`src/rtl/regctx_engine.sv`:
```
// ---------------------------------------------------------------------------
// regctx_engine
//
// Register context save/restore engine. It walks a 16-bit register mask in
// ascending order and moves one register per step between the on-core
// register file and data memory. It is used on trap entry/exit and on
// context switch.
//
//   save    (cmd_op_i = 0): regfile -> memory, one memory write per register
//   restore (cmd_op_i = 1): memory -> regfile, one memory read plus one
//                           regfile write per register
//
// Register n is always kept in the fixed slot base + n*(WORD_LEN/8), so a
// partially masked save/restore pair uses the same memory layout. Address
// arithmetic wraps modulo 2^ADDR_LEN.
//
// Parameters
//   WORD_LEN   regfile word width and memory data width (default 64)
//   ADDR_LEN   memory byte-address width (default 64)
//
// Ports
//   clk_i, reset_i            clock, synchronous active-high reset
//   cmd_valid_i/cmd_ready_o   command handshake (ready only while idle)
//   cmd_op_i                  0 = save, 1 = restore
//   cmd_mask_i                bit n selects register n (G0..G7 = 0..7,
//                             A0..A7 = 8..15)
//   cmd_base_i                context block base byte address
//   busy_o                    command in progress
//   done_o                    one-cycle completion pulse
//   rf_write_en_o             regfile write strobe
//   rf_reg_id_o               regfile register select (read and write)
//   rf_value_o                regfile write data
//   rf_value_i                regfile read data, combinational from
//                             rf_reg_id_o
//   mem_req_o/mem_gnt_i       memory request handshake
//   mem_we_o                  1 = write, 0 = read
//   mem_addr_o/mem_wdata_o    memory byte address / write data
//   mem_rvalid_i/mem_rdata_i  memory read response
//   csum_o                    (REGCTX_CHECKSUM_EN only) XOR of every word
//                             moved by the current/last command
//
// Build option
//   REGCTX_CHECKSUM_EN  when defined, adds csum_o and its accumulator. When
//                       undefined the port and logic are absent.
// ---------------------------------------------------------------------------
module regctx_engine #(
  parameter int WORD_LEN = 64,
  parameter int ADDR_LEN = 64
) (
  input  logic                clk_i,
  input  logic                reset_i,
  input  logic                cmd_valid_i,
  output logic                cmd_ready_o,
  input  logic                cmd_op_i,
  input  logic [15:0]         cmd_mask_i,
  input  logic [ADDR_LEN-1:0] cmd_base_i,
  output logic                busy_o,
  output logic                done_o,
  output logic                rf_write_en_o,
  output logic [3:0]          rf_reg_id_o,
  output logic [WORD_LEN-1:0] rf_value_o,
  input  logic [WORD_LEN-1:0] rf_value_i,
  output logic                mem_req_o,
  output logic                mem_we_o,
  output logic [ADDR_LEN-1:0] mem_addr_o,
  output logic [WORD_LEN-1:0] mem_wdata_o,
  input  logic                mem_gnt_i,
  input  logic                mem_rvalid_i,
  input  logic [WORD_LEN-1:0] mem_rdata_i
`ifdef REGCTX_CHECKSUM_EN
  ,
  output logic [WORD_LEN-1:0] csum_o
`endif
);

  localparam int WORD_BYTES = WORD_LEN / 8;

  typedef enum logic [2:0] {
    IDLE,
    SCAN,
    REQ,
    WAIT_RD,
    WB,
    DONE
  } state_t;

  state_t              state;
  logic                op_q;
  logic [15:0]         rem_q;
  logic [ADDR_LEN-1:0] base_q;
  logic [3:0]          idx_q;

  logic [3:0]          scan_idx;
  logic [15:0]         rem_cleared;
  logic [ADDR_LEN-1:0] slot_addr;

  // Index of the lowest set bit; ascending register order falls out of
  // always picking the lowest remaining bit.
  function automatic logic [3:0] lowest_set(input logic [15:0] m);
    logic [3:0] r;
    r = '0;
    for (int i = 15; i >= 0; i--) begin
      if (m[i]) r = 4'(i);
    end
    return r;
  endfunction

  assign scan_idx    = lowest_set(rem_q);
  assign rem_cleared = rem_q & ~(16'h0001 << idx_q);
  assign slot_addr   = base_q + ADDR_LEN'(scan_idx) * ADDR_LEN'(WORD_BYTES);

  // Save data is the live regfile read port: rf_reg_id_o is already stable
  // from SCAN, so the word stays constant for as long as the request stalls.
  assign mem_wdata_o = (state == REQ && !op_q) ? rf_value_i : '0;

  // Control FSM. Every output except mem_wdata_o is registered and is set
  // on the transition into the state that owns it.
  always_ff @(posedge clk_i) begin
    if (reset_i) begin
      state         <= IDLE;
      op_q          <= 1'b0;
      rem_q         <= '0;
      base_q        <= '0;
      idx_q         <= '0;
      cmd_ready_o   <= 1'b1;
      busy_o        <= 1'b0;
      done_o        <= 1'b0;
      rf_write_en_o <= 1'b0;
      rf_reg_id_o   <= '0;
      rf_value_o    <= '0;
      mem_req_o     <= 1'b0;
      mem_we_o      <= 1'b0;
      mem_addr_o    <= '0;
    end else begin
      case (state)
        IDLE: begin
          if (cmd_valid_i) begin
            op_q        <= cmd_op_i;
            rem_q       <= cmd_mask_i;
            base_q      <= cmd_base_i;
            cmd_ready_o <= 1'b0;
            busy_o      <= 1'b1;
            // An empty mask has nothing to move and completes at once.
            if (cmd_mask_i == 16'h0000) begin
              done_o <= 1'b1;
              state  <= DONE;
            end else begin
              state  <= SCAN;
            end
          end
        end

        SCAN: begin
          idx_q       <= scan_idx;
          rf_reg_id_o <= scan_idx;
          mem_req_o   <= 1'b1;
          mem_we_o    <= ~op_q;
          mem_addr_o  <= slot_addr;
          state       <= REQ;
        end

        REQ: begin
          if (mem_gnt_i) begin
            mem_req_o  <= 1'b0;
            mem_we_o   <= 1'b0;
            mem_addr_o <= '0;
            if (!op_q) begin
              // Save: the write is complete once granted.
              rem_q <= rem_cleared;
              if (rem_cleared == 16'h0000) begin
                done_o <= 1'b1;
                state  <= DONE;
              end else begin
                state  <= SCAN;
              end
            end else begin
              state <= WAIT_RD;
            end
          end
        end

        WAIT_RD: begin
          if (mem_rvalid_i) begin
            rf_value_o    <= mem_rdata_i;
            rf_write_en_o <= 1'b1;
            state         <= WB;
          end
        end

        WB: begin
          rf_write_en_o <= 1'b0;
          rem_q         <= rem_cleared;
          if (rem_cleared == 16'h0000) begin
            done_o <= 1'b1;
            state  <= DONE;
          end else begin
            state  <= SCAN;
          end
        end

        DONE: begin
          done_o      <= 1'b0;
          busy_o      <= 1'b0;
          cmd_ready_o <= 1'b1;
          state       <= IDLE;
        end

        default: begin
          state <= IDLE;
        end
      endcase
    end
  end

`ifdef REGCTX_CHECKSUM_EN
  logic [WORD_LEN-1:0] csum_q;

  // Running XOR of moved words. Save words are taken as they are granted,
  // restore words as they are written back (rf_value_o holds the latched
  // read data during WB). The value holds after DONE until the next accept.
  always_ff @(posedge clk_i) begin
    if (reset_i) begin
      csum_q <= '0;
    end else if (state == IDLE && cmd_valid_i) begin
      csum_q <= '0;
    end else if (state == REQ && mem_gnt_i && !op_q) begin
      csum_q <= csum_q ^ rf_value_i;
    end else if (state == WB) begin
      csum_q <= csum_q ^ rf_value_o;
    end
  end

  assign csum_o = csum_q;
`endif

endmodule

```
`config.mk`:
```
export PLATFORM = sky130hd
export DESIGN_NAME = regctx_engine
export DESIGN_NICKNAME = d
export VERILOG_FILES = /design/src/rtl/regctx_engine.sv
export SDC_FILE = /design/constraint.sdc
export NUM_CORES = 1
export LEC_CHECK = 0
export CAP_MARGIN = 5
export CORE_AREA = 2 2 161 163
export DETAILED_ROUTE_END_ITERATION = 8
export DIE_AREA = 0 0 163 165
export GPL_TIMING_DRIVEN = 1
export PLACE_DENSITY_LB_ADDON = 0.1
export SYNTH_ARGS = -nofsm -noshare
export SYNTH_HDL_FRONTEND = slang
export SYNTH_SLANG_ARGS = --single-unit
```
`constraint.sdc`:
```
create_clock -name clk_i -period 5.55 [get_ports clk_i]
set_input_delay 1.11 -clock clk_i [delete_from_list [all_inputs] [get_ports clk_i]]
set_output_delay 1.11 -clock clk_i [all_outputs]
set_load 0.01 [all_outputs]
```
# Word-level counts from Yosys, hierarchy flattened
# Index checks and enable logic that the tools add are counted.
[word_totals] ff_bits=222 inputBits=214 wordCells=91 output_inout_bits=202
[classes] bitwise=3 n_eq_ne=10 n_shift=1 n_reduce_logical=18 muxes=45 addsub=1
[ops] operator="$mux 64" count=2
[ops] operator="$pmux 64 s2" count=1
[ops] operator="$add 64x7->64" count=1
[ops] operator="$mux 4" count=16
[ops] operator="$mux 16" count=3
[ops] operator="$pmux 16 s3" count=1
[ops] operator="$logic_not 16->1" count=2
[ops] operator="$mux 3" count=6
[ops] operator="$and 16x16->16" count=1
[ops] operator="$not 16->16" count=1
[ops] operator="$shl 1x4->16 const A" count=1
[ops] operator="$pmux 3 s5" count=1
[ops] operator="$ne 2x2->1 const B" count=5
[ops] operator="$pmux 1 s2" count=5
[ops] operator="$reduce_and 2->1" count=5
[ops] operator="$mux 1" count=9
[ops] operator="$eq 3x2->1 const B" count=2
[ops] operator="$eq 3x3->1 const B" count=2
[ops] operator="$reduce_bool 2->1" count=3
[ops] operator="$reduce_and 5->1" count=1
[ops] operator="$pmux 1 s4" count=1
[ops] operator="$reduce_and 4->1" count=1
[ops] operator="$reduce_bool 4->1" count=1
[ops] operator="$eq 3x1->1 const B" count=1
[ops] operator="6 further kinds" count=6

# Longest topological paths before layout
[depth] depth_word=18 depth_mapped=15 mapped_depth_nobuf=14

# Worst setup path after synthesis
# OpenSTA, ideal clock, no wires.
[synth_path] kind="reg-to-reg" startpoint="reg rem_q[14]" endpoint="reg mem_addr_o[9]" stages_incl_launch_ff=16 arrival_time_ns=2.632 synth_period_minus_slack_ns=2.760 setup_ns=0.128 slack_ns=2.790 cell_sequence="dfxtp_1 nand2b_1 a21oi_1 o21bai_1 a21oi_1 o31ai_1 nand2_1 ha_1 fa_1 a211o_1 o211a_1 clkbuf_1 nand2_1 xnor2_1 a22oi_1 nor2_1"
[synth_between] elab_chain_len=17
[synth_rtl] item="from (decl)" line_no="89" rtl="logic [15:0] rem_q;"
[synth_rtl] item="from (signal assigned)" line_no="139" rtl="rem_q <= cmd_mask_i;"
[synth_rtl] item="from (signal assigned)" line_no="169" rtl="rem_q <= rem_cleared;"
[synth_rtl] item="from (signal assigned)" line_no="192" rtl="rem_q <= rem_cleared;"
[synth_rtl] item="$mux 4 (15 in a row)" line_no="103" rtl="if (m[i]) r = 4'(i);"
[synth_rtl] item="named net scan_idx[0]" line_no="93" rtl="logic [3:0] scan_idx;"
[synth_rtl] item="$add 64x7->64" line_no="110" rtl="assign slot_addr = base_q + ADDR_LEN'(scan_idx) * ADDR_LEN'(WORD_BYTES);"
[synth_rtl] item="$pmux 64 s2" line_no="135" rtl="case (state)"
[synth_rtl] item="to (signal assigned)" line_no="158" rtl="mem_addr_o <= slot_addr;"
[synth_rtl] item="to (decl)" line_no="65" rtl="output logic [ADDR_LEN-1:0] mem_addr_o,"
# The timed path passes the listed nets, and every way through them passes these cells.
# A chain may end at the register's enable or synchronous reset.

# Final worst setup path
[layout_path] startpoint="reg state[1]" endpoint="out mem_wdata_o[1]"
[layout_between] elab_chain_len=3
[layout_rtl] item="from (decl)" line_no="87" rtl="state_t state;"
[layout_rtl] item="from (signal assigned)" line_no="120" rtl="state <= IDLE;"
[layout_rtl] item="from (signal assigned)" line_no="146" rtl="state <= DONE;"
[layout_rtl] item="from (signal assigned)" line_no="148" rtl="state <= SCAN;"
[layout_rtl] item="$eq 3x2->1" line_no="114" rtl="assign mem_wdata_o = (state == REQ && !op_q) ? rf_value_i : '0;"
[layout_rtl] item="$logic_and 1x1->1" line_no="114"
[layout_rtl] item="$mux 64" line_no="114"
[layout_rtl] item="to (decl)" line_no="66" rtl="output logic [WORD_LEN-1:0] mem_wdata_o,"
# Every way passes these cells.

==> results.json <==
{
  "post-route-period-util_pct": 72.59,
  "cp-end-kind": "output port",
  "num_io_pins": 416,
  "drt_first_pass_iters": 5,
  "fillers": 2341,
  "cts-root-buf": "clkbuf_16",
  "ctsResizeCount": 0,
  "rows": 58,
  "wirelength_um": 32380,
  "cts.sinks": 222,
  "tightest_slew_ns": 1.175,
  "io_buffers": 415,
  "startpoint": "state[1]$_SDFFE_PP0P_",
  "slew_headroom_pct": 21.68,
  "synthDominantCellAreaShare_pct": 44.89,
  "min_from": "mem_addr_o[60]$_SDFFE_PP0P_",
  "required_ns": 4.44,
  "initial_utilization_pct": 39.55,
  "reg2reg_slack_ns": 1.94,
  "final_area_um2": 15010,
  "synth-main-ff-cell": "dfxtp_1",
  "setup_slack_ns": 1.521,
  "start_kind": "flop",
  "yosys-top-cells-area": "dfxtp_1 (45%), nand2_1 (13%), a21oi_1 (8.9%)",
  "syn_inst": 1291,
  "final_common_cell": "clkdlybuf4s50_1",
  "grt.overflow.total": 0,
  "drive_gt1_share_pct": 3.363,
  "power.density_nw_per_um2": 292.6,
  "met3_length_um": 2311,
  "ys_types": 54,
  "yosysWarningCount": 0,
  "hold_viol_final": 0,
  "finalMaxSlewViolations": 0,
  "post-route-min-period_ns": 4.029,
  "grt_pass1_wl_um": 49820,
  "num_vias": 9982,
  "cellLeakagePower_nw": 5.261,
  "clkTransAtPathRegs_ns": 0.06,
  "hold_buffers": 0,
  "power.total_mw": 4.391,
  "fin_skew_ns": 0.006710,
  "crit_arrival_ns": 2.92,
  "wl_met2_um": 15580,
  "worstReg2RegStart": "rem_q[15]$_SDFFE_PP0P_",
  "synth_top_cell_by_area": "dfxtp_1",
  "rsz0062_at_grt": "false",
  "ir_drop_v": 0.0001981,
  "drc": 0,
  "status": "finished clean",
  "wl_met1_um": 13780,
  "cts_tree": "built",
  "post-dp-hpwl_um": 23180,
  "final-seq-area_um2": 4444,
  "antenna_found_initial": 2,
  "clock.fmax_ghz": 0.2482,
  "placed_area_um2": 14180,
  "grt_max_degree": 93,
  "tns_ns": 0,
  "timing.hold.ws_ns": 0.4504,
  "multiInputGateArea_um2": 5050,
  "crit_type": "reg -> out",
  "pre_cts_ws_ns": 1.714,
  "wl_per_cell_um": 16.22,
  "dieArea_um2": 26900,
  "avgSynthCellArea_um2": 7.669,
  "drt-initial-drc-count": 638,
  "drv_cap": 0,
  "yosysSeqAreaShare_pct": 44.89,
  "track_usage_pct": 23.01,
  "place.gp.congestion": 0.8713,
  "die_w_um": 163,
  "setup_viol": 0,
  "ant_nets": 0,
  "syn-cell-area_um2": 9901,
  "syn_nets": 1510,
  "cp_max_fo": 65,
  "synth-edff-count": 0,
  "core_area_um2": 25040,
  "ctsLongestPathBuffers": 3,
  "mostFrequentLayoutCells": "clkdlybuf4s50_1 (414), nand2_1 (352), dfxtp_1 (222), a21oi_1 (176), and2_1 (74)",
  "routed.top_layer": "met5",
  "clock_latency_ns": 0.53,
  "grt_pass1_vias": 9270,
  "ys_ff_latch": 222,
  "final_nets": 1867,
  "vias_per_cell": 5.001,
  "htreeDepth": 1,
  "die_h_um": 165,
  "area_delta_synth_final_pct": 51.56,
  "numCtsBuffers": 25,
  "hp-class": "reg -> reg",
  "async_flop_share_pct": 0,
  "cts_setup_buffers": 0
}
-- stage by stage --
| stage | util, % | instances |
|---|---|---|
| 2_1_floorplan | - | 1291 |
| 3_3_place_gp | 56.62 | 1951 |
| 3_5_place_dp | 56.62 | 1951 |
| 4_1_cts | 59.93 | 1995 |
| 5_1_grt | 59.93 | 1995 |
| 6_report | 59.94 | 1996 |
-- where the power goes --
part	internal [mW]	switching, mW	total (mW)
combinational	0.439	0.445	0.884
sequential	1.71	0.137	1.85
clock	0.992	0.669	1.66
total	3.14	1.25	4.39
-- cells in the mapped netlist (all sizes together), types with 2 or more instances --
library cell,instances
a2111oi,2
a211oi,2
a21o,4
a21oi,176
a22oi,12
a31oi,10
and2,74
and3,15
and4,8
buf,13
clkbuf,77
dfxtp,222
ha,4
inv,17
mux2i,4
nand2,352
nand2b,5
nand3,19
nand4,34
nand4b,2
nor2,43
nor2b,8
nor3,11
nor3b,2
nor4,12
o21ai,74
o21bai,3
o22ai,4
o31ai,3
o32ai,2
or3,3
or4,2
xnor2,19
xor2,39
-- cell type report --
cell class | count | share of cell area, %
inverters | 17 | 0.4252
repair buffers | 420 | 28.02
multi-input cells | 962 | 33.65
flip-flops and latches | 222 | 29.62
clock inverters | 9 | 0.7588
diodes | 1 | 0.01668
well taps | 330 | 2.752
clock buffers | 35 | 4.753
-- critical path: stages, from the launching register on --
cell	delay (ns)
dfxtp_1	0.69
nand2_1	0.24
nor3_2	0.14
buf_4	0.42
and2_1	0.28
clkdlybuf4s50_1	0.59
-- path summary, 6_finish.rpt --
kind                            endpoint  cells past startpoint
max                       mem_wdata_o[1]                      5
min          mem_addr_o[60]$_SDFFE_PP0P_                      2
max reg2reg  mem_addr_o[16]$_SDFFE_PP0P_                     12
min reg2reg  mem_addr_o[60]$_SDFFE_PP0P_                      2
-- per-layer routing --
layer  up-vias  GRT usage (%)
met2       312          38.94
met1      4563          29.47
li1       5058              -
met4         2          5.873
met5         -              0
met3        47          5.600
-- state kept, by name, indices dropped and copies added (netlist names), 3 cells and up --
register    flops
idx_q           4
rem_q          16
base_q         64
mem_addr_o     64
state           3
rf_value_o     64
-- cells by family (layout without fill, tap and decap cells) --
kind of cell / count (synthesis) / count (layout) / share of synthesized area [%]
simple gates: 594 / 594 / 27.68
compound gates: 301 / 301 / 16.76
flops: 222 / 222 / 44.89
buf+inv: 107 / 481 / 4.436
xor+xnor: 58 / 58 / 5.131
fa+ha+maj: 5 / 5 / 0.7077
mux: 4 / 4 / 0.4044
other cells: 0 / 1 / 0
(Power assumes the default switching activity.)
